**config.mk**
```make
export PLATFORM = sky130hd
export DESIGN_NAME = ab_input_regs
export DESIGN_NICKNAME = d
export VERILOG_FILES = /design/src/rtl/dsp_pkg.sv /design/src/rtl/dsp_pipe_reg2.sv /design/src/rtl/ab_input_regs.sv
export SDC_FILE = /design/constraint.sdc
export NUM_CORES = 1
export LEC_CHECK = 0
export BUFFER_PORTS_ARGS = -buffer_cell sky130_fd_sc_hd__buf_2
export CORE_AREA = 2 2 98 100
export CTS_CLUSTER_SIZE = 28
export DETAILED_ROUTE_END_ITERATION = 10
export DIE_AREA = 0 0 100 102
export PLACE_DENSITY = 0.8
export SETUP_SLACK_MARGIN = 0.15
export SLEW_MARGIN = 20
export SYNTH_ARGS = -nofsm -noshare
export SYNTH_HDL_FRONTEND = slang
export SYNTH_SLANG_ARGS = --single-unit
```
**constraint.sdc**
```tcl
create_clock -name clk -period 0.8 [get_ports clk]
set_input_delay 0.16 -clock clk [delete_from_list [all_inputs] [get_ports clk]]
set_output_delay 0.16 -clock clk [all_outputs]
set_load 0.02 [all_outputs]
```
**src/rtl/dsp_pkg.sv**
```systemverilog
// Shared widths and the elaboration-time legality check for the DSP input register stage.
package dsp_pkg;

  localparam int A_W      = 30;
  localparam int AMULT_W  = 25;
  localparam int B_W      = 18;
  localparam int INMODE_W = 5;

  // A cascade tap may not be deeper than its path, and a registered path must register its cascade.
  function automatic bit legal_depth(int depth, int casc);
    return (depth >= 0) && (depth <= 2) && (casc >= 0) && (casc <= depth) &&
           ((depth == 0) || (casc >= 1));
  endfunction

  function automatic bit legal_flag(int v);
    return (v == 0) || (v == 1);
  endfunction

endpackage

```
**src/rtl/dsp_pipe_reg2.sv**
```systemverilog
// Two-stage operand register with selectable depth 0/1/2; exposes stage 1 and the final value.
module dsp_pipe_reg2 #(
  parameter int DATA_W = 18,
  parameter int STAGES = 1
) (
  input  logic              clk,
  input  logic              rst_n,
  input  logic              srst_i,
  input  logic              ce1_i,
  input  logic              ce2_i,
  input  logic [DATA_W-1:0] d_i,
  output logic [DATA_W-1:0] s1_o,
  output logic [DATA_W-1:0] q_o
);

  if ((STAGES < 0) || (STAGES > 2)) begin : g_bad_stages
    $error("dsp_pipe_reg2: STAGES must be 0, 1 or 2");
  end

  logic [DATA_W-1:0] data_p1_q, data_p1_d;
  logic [DATA_W-1:0] data_p2_q, data_p2_d;

  // Stages outside the configured depth stay at zero and ignore their enables.
  always_comb begin
    data_p1_d = '0;
    data_p2_d = '0;
    if (STAGES == 2) begin
      data_p1_d = data_p1_q;
      if (srst_i)     data_p1_d = '0;
      else if (ce1_i) data_p1_d = d_i;
    end
    if (STAGES >= 1) begin
      data_p2_d = data_p2_q;
      if (srst_i)     data_p2_d = '0;
      else if (ce2_i) data_p2_d = (STAGES == 2) ? data_p1_q : d_i;
    end
  end

  always_ff @(posedge clk or negedge rst_n) begin
    if (!rst_n) begin
      data_p1_q <= '0;
      data_p2_q <= '0;
    end else begin
      data_p1_q <= data_p1_d;
      data_p2_q <= data_p2_d;
    end
  end

  assign s1_o = data_p1_q;
  assign q_o  = (STAGES == 0) ? d_i : data_p2_q;

endmodule

```
**src/rtl/ab_input_regs.sv**
```systemverilog
// DSP input register stage: selects A/B from fabric or cascade, pipelines them 0-2 deep,
// and drives pre-adder, multiplier, ALU and cascade operands plus the registered INMODE bus.
module ab_input_regs
  import dsp_pkg::*;
#(
  parameter int AREG        = 1,
  parameter int BREG        = 1,
  parameter int ACASCREG    = 1,
  parameter int BCASCREG    = 1,
  parameter int A_INPUT_SEL = 0,
  parameter int B_INPUT_SEL = 0,
  parameter int INMODEREG   = 1
) (
  input  logic                clk,
  input  logic                RST_N,
  input  logic                RSTA,
  input  logic                RSTB,
  input  logic                RSTINMODE,
  input  logic                CEA1,
  input  logic                CEA2,
  input  logic                CEB1,
  input  logic                CEB2,
  input  logic                CEINMODE,
  input  logic [A_W-1:0]      A,
  input  logic [A_W-1:0]      ACIN,
  input  logic [B_W-1:0]      B,
  input  logic [B_W-1:0]      BCIN,
  input  logic [INMODE_W-1:0] INMODE_IN,
  output logic [AMULT_W-1:0]  AMULT_REGA,
  output logic [A_W-1:0]      A_ALU,
  output logic [B_W-1:0]      BMULT,
  output logic [B_W-1:0]      B_ALU,
  output logic [A_W-1:0]      ACOUT,
  output logic [B_W-1:0]      BCOUT,
  output logic [INMODE_W-1:0] INMODE_OUT
);

  if (!legal_depth(AREG, ACASCREG)) begin : g_bad_a
    $error("ab_input_regs: illegal AREG/ACASCREG combination");
  end
  if (!legal_depth(BREG, BCASCREG)) begin : g_bad_b
    $error("ab_input_regs: illegal BREG/BCASCREG combination");
  end
  if (!legal_flag(A_INPUT_SEL) || !legal_flag(B_INPUT_SEL) || !legal_flag(INMODEREG)) begin : g_bad_flag
    $error("ab_input_regs: A_INPUT_SEL, B_INPUT_SEL and INMODEREG must be 0 or 1");
  end

  logic [A_W-1:0]      a_sel, a_s1, a_fin;
  logic [B_W-1:0]      b_sel, b_s1, b_fin;
  logic [INMODE_W-1:0] inmode_q, inmode_d;

  assign a_sel = (A_INPUT_SEL == 1) ? ACIN : A;
  assign b_sel = (B_INPUT_SEL == 1) ? BCIN : B;

  dsp_pipe_reg2 #(
    .DATA_W (A_W),
    .STAGES (AREG)
  ) u_a_pipe (
    .clk    (clk),
    .rst_n  (RST_N),
    .srst_i (RSTA),
    .ce1_i  (CEA1),
    .ce2_i  (CEA2),
    .d_i    (a_sel),
    .s1_o   (a_s1),
    .q_o    (a_fin)
  );

  dsp_pipe_reg2 #(
    .DATA_W (B_W),
    .STAGES (BREG)
  ) u_b_pipe (
    .clk    (clk),
    .rst_n  (RST_N),
    .srst_i (RSTB),
    .ce1_i  (CEB1),
    .ce2_i  (CEB2),
    .d_i    (b_sel),
    .s1_o   (b_s1),
    .q_o    (b_fin)
  );

  always_comb begin
    inmode_d = '0;
    if (INMODEREG == 1) begin
      inmode_d = inmode_q;
      if (RSTINMODE)     inmode_d = '0;
      else if (CEINMODE) inmode_d = INMODE_IN;
    end
  end

  always_ff @(posedge clk or negedge RST_N) begin
    if (!RST_N) inmode_q <= '0;
    else        inmode_q <= inmode_d;
  end

  assign INMODE_OUT = (INMODEREG == 1) ? inmode_q : INMODE_IN;

  assign A_ALU      = a_fin;
  assign AMULT_REGA = a_fin[AMULT_W-1:0];
  assign B_ALU      = b_fin;

  // A shallower cascade tap can only occur with a two-deep path, where it taps stage 1.
  assign ACOUT = (ACASCREG == AREG) ? a_fin : a_s1;
  assign BCOUT = (BCASCREG == BREG) ? b_fin : b_s1;

  // With two B stages, INMODE[4] lets the multiplier take the earlier B1 sample.
  assign BMULT = (BREG == 2) ? (INMODE_OUT[4] ? b_s1 : b_fin) : b_fin;

endmodule

```
== Word-level counts from Yosys, hierarchy flattened ==
Index checks and enable logic that the tools add are counted.

* Output and inout bits: 144
* Register bits after elaboration: 53
* Word-level logic and storage cells: 12

* Reduce and logical (&&, ||, !) cells: 3
* Muxes and demuxes: 6

{| class="wikitable"
|+ Operators by type and width
! cell !! count
|-
| 30-bit two-way mux || 2
|-
| 18-bit two-way mux || 2
|-
| 5-bit two-way mux || 2
|-
| 2-bit nonzero test || 3
|}

== Depth between registers and ports, before layout ==
Gate-level depths: netlist of the first run.

* Depth after elaboration: 2
* Depth in mapped cells: 4

== By module ==
A second synthesis of the first run with hierarchy kept.

* Cells, all modules: 312
* Area total of the unflattened synthesis: 3,241.9 µm²

{| class="wikitable"
|+ By module, submodules not included
! module !! cells an instance !! seq. area each (µm²) !! area an instance (µm²) !! times used
|-
| dsp_pipe_reg2 at u_a_pipe || 128 || 750.7 || 1,475.2 || 1
|-
| ab_input_regs || 107 || 125.1 || 888.4 || 1
|-
| dsp_pipe_reg2 at u_b_pipe || 77 || 450.4 || 878.3 || 1
|}

== Least setup slack after synthesis of the first run ==
No wires, ideal clock.

* Path type: flip-flop to output port
* Start: register u_a_pipe.data_p2_q[0], in the netlist u_a_pipe.q_o[0]
* End: output port AMULT_REGA[0]
* Path buffers: 1
* Arrival time: 0.643 ns
* Cell stages (with the launch flop): 2
* Setup slack: -0.003 ns
* Cells stage by stage: dfrtp_1 -> buf_4

{| class="wikitable"
|+ RTL lines
! item !! line !! text
|-
| start, declared || dsp_pipe_reg2.sv:21 || <nowiki>logic [DATA_W-1:0] data_p2_q, data_p2_d;</nowiki>
|-
| start signal, assigned || dsp_pipe_reg2.sv:45 || <nowiki>data_p2_q <= data_p2_d;</nowiki>
|-
| end, declared || ab_input_regs.sv:29 || <nowiki>output logic [AMULT_W-1:0] AMULT_REGA,</nowiki>
|}

No word-level cell between the ends.

== Final worst setup path of the first run ==
* Start: register u_b_pipe.data_p2_q[9], in the netlist u_b_pipe.q_o[9]
* End: output port BCOUT[9]

{| class="wikitable"
|+ RTL lines
! item !! line !! text
|-
| start, declared || dsp_pipe_reg2.sv:21 ||
|-
| start signal, assigned || dsp_pipe_reg2.sv:45 ||
|-
| end, declared || ab_input_regs.sv:34 || <nowiki>output logic [B_W-1:0] BCOUT,</nowiki>
|}

No word-level cell between the ends.

==> results of run 1 <==
## stage by stage
| step | hold WS (ps) | setup slack (ps) |
|---|---|---|
| after floorplan | -136 | 29.7 |
| after global placement | 135 | -98.5 |
| after detailed placement | 140 | -133 |
| after CTS | 47.9 | -279 |
| after global routing | -81.9 | -313 |
| final | -87.0 | -268 |
## flip-flops by register name, indices dropped and copies added, names as in the netlist
signal / cells
INMODE_OUT: 5
u_a_pipe.q_o: 30
u_b_pipe.q_o: 18
## layer usage
layer | vias up | wire length, um | part of all wire [%] | global-route usage [%]
met5 | - | 0 | 0 | 0
met4 | 0 | 114 | 1.6 | 4.11
met3 | 8 | 481 | 6.6 | 2.67
met2 | 103 | 4220 | 58 | 24.8
met1 | 1036 | 2510 | 34 | 13.4
li1 | 985 | - | - | -
## worst paths after layout
path                                         to            start  slack, ps
worst max-delay path                   BCOUT[9]  u_b_pipe.q_o[9]       -270
worst min-delay path            u_b_pipe.q_o[9]            RST_N        -90
worst max register to register  u_a_pipe.q_o[5]  u_a_pipe.q_o[5]       -170
worst min register to register    INMODE_OUT[4]    INMODE_OUT[4]        570
max in group asynchronous       u_a_pipe.q_o[3]            RST_N        690
min in group clk                  INMODE_OUT[3]        RSTINMODE         60
## power by group through the flow
stage / combinational (mW) / sequential [mW] / clock (mW)
4_1_cts: 1.85 / 3.04 / 1.84
5_1_grt: 2.14 / 3.10 / 1.96
2_1_floorplan: 1.09 / 3.23 / 0
6_report: 2.02 / 3.07 / 1.76
3_5_place_dp: 1.57 / 3.03 / 0
3_3_place_gp: 1.55 / 3.02 / 0
## kinds of logic after synthesis
logic type,Yosys count,synth area share [%]
multiplexers,53,18.7
flip-flops,53,46.7
buffers and inverters,103,27.6
AND/OR/NAND/NOR,53,7.01
## layout make-up
cell class                      instances  area (um^2)
Fill cell                             821         4810
Timing Repair Buffer                  218         1940
Sequential cell                        53         1390
Multi-Input combinational cell        106          729
Tap cell                              111          139
Clock buffer                            5         68.8
Clock inverter                          2         35.0
## placed cells by master, fill, tap and decap left out
master     count
buf_6        111
buf_2         72
bufinv_16      1
mux2i_1       53
clkbuf_8       5
buf_4         30
buf_12         5
dfrtp_2       53
clkinv_2       1
nor2_1        53
## repair_timing
item	in CTS	in global routing
endpoints found under the setup margin	197	221
hold endpoints to repair	53	53
setup buffers	4	3
resized for setup	156	92
pin swaps	1	5
cloned	0	0
==> results.cfg, run 1 <==
[power_and_ir_drop]
seq_power_share_pct = 44.8
pwr-share-comb_pct = 29.5
clkPwrFrac_pct = 25.7
internal_power_mw = 4.78
p_sw_share_pct = 30.3
p_switching_mw = 2.08
total_power_mw = 6.85
ir_drop_mv = 0.667
leakage_nw = 2.27
power_density_nw_per_um2 = 1590

[sta]
rsz0062_at_grt = true
hold_slack_ps = -87.0
fmax_ghz = 0.936
slew_viol_final = 0
min_period_over_period_pct = 134
setup_slack_ps = -268
setup_tns_ps = -36540
hold_viol = 53
tightest_slew_ps = 322
finalCriticalPeriod_ps = 1070
skew_ps = 0
setup_viol = 149
slew_headroom_pct = 78.5

[critical_path]
crit_cells = 1
critPathCaptureType = output port
max_stage_delay_ps = 440
worstPathArrival_ps = 910
worst_path_max_delay_cell = dfrtp_2
crit_family = flip-flops
crit_chain = buf_4
critical_path_class = flip-flop to output port
reg2reg_depth = 4
worst-path-buf-inv = 1
cp_data_required_time_ps = 640
crit_fanout = 4
setup.worst_path.start_class = flip-flop

[clocking]
clk-insertion-delay-late_ps = 300
cts.sinks = 53
clockBufferDepth = 2
cts_root_buf = clkbuf_8
cts_tree = yes
clk_pin_slew_ps = 90
cts_hold_buffers = 1
numCtsBuffers = 5
cts-htree-levels = 2

[floorplan]
core-area_um2 = 9110
die_area_um2 = 10200
die_w_um = 100
initial_core_util_pct = 31.2
io_pins = 255
fp.dieH_um = 102
row_count = 35

[yosys]
ys_seq_elements = 53
ys_warn_count = 0
synth.distinct_cells = 9
synth_top_area_cell = dfrtp_1
netlist_top_cells_count = buf_4 (92), dfrtp_1 (53), mux2i_1 (53), nor2_1 (53), buf_6 (4)
ys.flop_type = dfrtp_1
synth_cells = 262
syn_area_per_cell_um2 = 10.8
yosysMostFrequentCell = buf_4
synth-edff-count = 0
ys_seq_area_share_pct = 46.7
yosysTopAreaCellShare_pct = 46.7
synth.cell_area_um2 = 2840
syn-num-nets = 373
ys_async_sr_fraction_pct = 100
synth_area_leaders = dfrtp_1 (47%), buf_4 (24%), mux2i_1 (19%), nor2_1 (7.0%), buf_6 (1.6%)

[detailed_routing]
wl_um = 7320
antenna_left = 0
post_drt_wl_per_cell_um = 14.8
drc = 0
drtIter0Drc = 29
vias = 2132
viasPerCell = 4.31
dr.pass1.iters = 4

[global_route]
grt_overflow = 0
grt_pass1_wl_um = 10300
grt_pass1_vias = 2074
grt_start_max_net_pins = 31
track_usage_pct = 12.6
antenna_found_initial = 0

[finish]
stdcell_area_um2 = 4300
drive_above_1_share_pct = 72.4
n_antenna_cell = 0
nNetsFinal = 495
final_cells = 495
area_delta_synth_final_pct = 51.5
final_core_util_pct = 47.2

[place]
postPlaceCellArea_um2 = 3380
dp_cells = 480
port_buffers = 204
dp_hpwl_um = 4710
place_congestion = 0.663

[status]
violations = hold timing, setup timing
status = complete, but fails checks

[job]
maxCapViolations = 0

[hold_path]
hp-class = input pin to async pin
Note: power is estimated with default switching activity, not from simulation.
==> run 2, diff against run 1 <==
--- a/config.mk
+++ b/config.mk
@@ -6,11 +6,11 @@
 export NUM_CORES = 1
 export LEC_CHECK = 0
 export BUFFER_PORTS_ARGS = -buffer_cell sky130_fd_sc_hd__buf_2
-export CORE_AREA = 2 2 98 100
+export CORE_AREA = 2 2 100 102
 export CTS_CLUSTER_SIZE = 28
 export DETAILED_ROUTE_END_ITERATION = 10
-export DIE_AREA = 0 0 100 102
-export PLACE_DENSITY = 0.8
+export DIE_AREA = 0 0 102 104
+export PLACE_DENSITY = 0.77
 export SETUP_SLACK_MARGIN = 0.15
 export SLEW_MARGIN = 20
 export SYNTH_ARGS = -nofsm -noshare
==> constraint.sdc (replaced) <==
create_clock -name clk -period 1.3 [get_ports clk]
set_input_delay 0.26 -clock clk [delete_from_list [all_inputs] [get_ports clk]]
set_output_delay 0.26 -clock clk [all_outputs]
set_load 0.02 [all_outputs]
==> results.cfg, run 2 (synthesis gave the netlist of run 1 again) <==
[sta]
fmax_ghz = 0.843
hold_viol = 0
setup_viol = 0
skew_ps = 0
setup_tns_ps = 0
tightest_slew_ps = 363
hold_slack_ps = 152
slew_headroom_pct = 75.8
rsz0062_at_grt = true
slew_viol_final = 0
min_period_over_period_pct = 91.2
finalCriticalPeriod_ps = 1190

[global_route]
grt_pass1_vias = 2124
track_usage_pct = 12.3
grt_start_max_net_pins = 54
antenna_found_initial = 0
grt_overflow = 0
grt_pass1_wl_um = 10200

[critical_path]
rr_startpoint = u_b_pipe.q_o[10]
crit_fanout = 4
worstPathArrival_ps = 930
reg2reg_depth = 4
cp_data_required_time_ps = 1040
critPathCaptureType = output port
crit_chain = buf_4
rrSetupSlack_ps = 290
setup.worst_path.start_class = flip-flop
max_stage_delay_ps = 440
r2r-end = u_b_pipe.q_o[10]
worst-path-buf-inv = 1
worst_path_max_delay_cell = dfrtp_1
crit_cells = 1
crit_family = flip-flops
critical_path_class = flip-flop to output port

[detailed_routing]
post_drt_wl_per_cell_um = 14.1
drtIter0Drc = 36
dr.pass1.iters = 4
drc = 0
antenna_left = 0
vias = 2151
viasPerCell = 4.14
wl_um = 7340

[clocking]
cts.sinks = 53
cts_tree = yes
numCtsBuffers = 5
cts_root_buf = clkbuf_8
cts-htree-levels = 2
clockBufferDepth = 2
clk_pin_slew_ps = 100
clk-insertion-delay-late_ps = 310

[finish]
fillers = 857
area_delta_synth_final_pct = 48.6
nNetsFinal = 497
drive_above_1_share_pct = 64.3
n_antenna_cell = 0
multi_input_area_um2 = 729
final_common_cell = buf_6
register_area_um2 = 1360
most-common-layout-cells = buf_6 (101), buf_2 (88), mux2i_1 (53), nor2_1 (53), dfrtp_1 (30)
largest_reg_flops = 30

[place]
place_congestion = 0.773
dp_hpwl_um = 4710
port_buffers = 204

[floorplan]
core-area_um2 = 9550
die_w_um = 102
fp.dieH_um = 104
initial_core_util_pct = 29.7
io_pins = 255
die_area_um2 = 10600
row_count = 36

[power_and_ir_drop]
ir_drop_mv = 0.439
power_density_nw_per_um2 = 1010
leakage_nw = 2.31

[status]
status = completed

[hold_path]
hold_start = RSTINMODE
holdPathEnd = INMODE_OUT[0]
hp-class = input pin to flip-flop
whs_path_depth = 2

[job]
maxCapViolations = 0
run 2: cell count changes in the layout (fill, tap and decap cells not counted), moves of 2 or more:
cell	previous run	this run
dfrtp_1	0	30
dfrtp_2	53	23
buf_2	72	88
buf_6	111	101
buf_4	30	27
buf_12	5	3
run 2: report_power, final:
part	switching, mW	internal, mW
combinational	0.623	0.590
clock	0.527	0.628
sequential	0.129	1.75
total	1.28	2.97
run 2: worst max path at each step:
stage                               start                to  slack (ps)
after floorplan           u_a_pipe.q_o[0]     AMULT_REGA[0]         400
after global placement               CEA2  u_a_pipe.q_o[22]         300
after detailed placement             CEA2  u_a_pipe.q_o[18]         280
after CTS                 u_a_pipe.q_o[0]          ACOUT[0]         110
after global routing      u_b_pipe.q_o[2]          BCOUT[2]          70
final                     u_b_pipe.q_o[2]          BCOUT[2]         110
run 2: area by class of cell:
type                    count  area share (%)
multi-input cells         106            17.3
repair buffers            220            43.9
flip-flops and latches     53            32.1
well taps                 133            3.95
clock buffers               7            2.05
clock inverters             1           0.712
run 2: repair_timing:
item                                    in CTS  in global routing
endpoints found under the setup margin     135                142
hold buffers                                 1                  0
setup buffers                                8                  2
hold endpoints to repair                    53                  0
cloned                                       0                  0
gates resized for setup                    133                107
run 2: routing by layer:
| metal | vias up | part of all wire, % | track usage [%] |
|---|---|---|---|
| li1 | 994 | - | - |
| met2 | 149 | 52 | 23.4 |
| met3 | 5 | 12 | 3.43 |
| met5 | - | 0 | 0 |
| met1 | 1003 | 35 | 12.7 |
| met4 | 0 | 0.97 | 3.71 |
run 2: metrics by stage:
step	cell area, um^2	std cells	setup slack [ps]	power (mW)	utilization (%)
floorplan	2840	262	397	2.62	-
global placement	3320	501	305	2.79	34.7
detailed placement	3320	501	279	2.81	34.7
CTS	3920	518	106	4.17	41.0
global route	4220	520	66.2	4.46	44.2
finish	4220	520	114	4.25	44.2
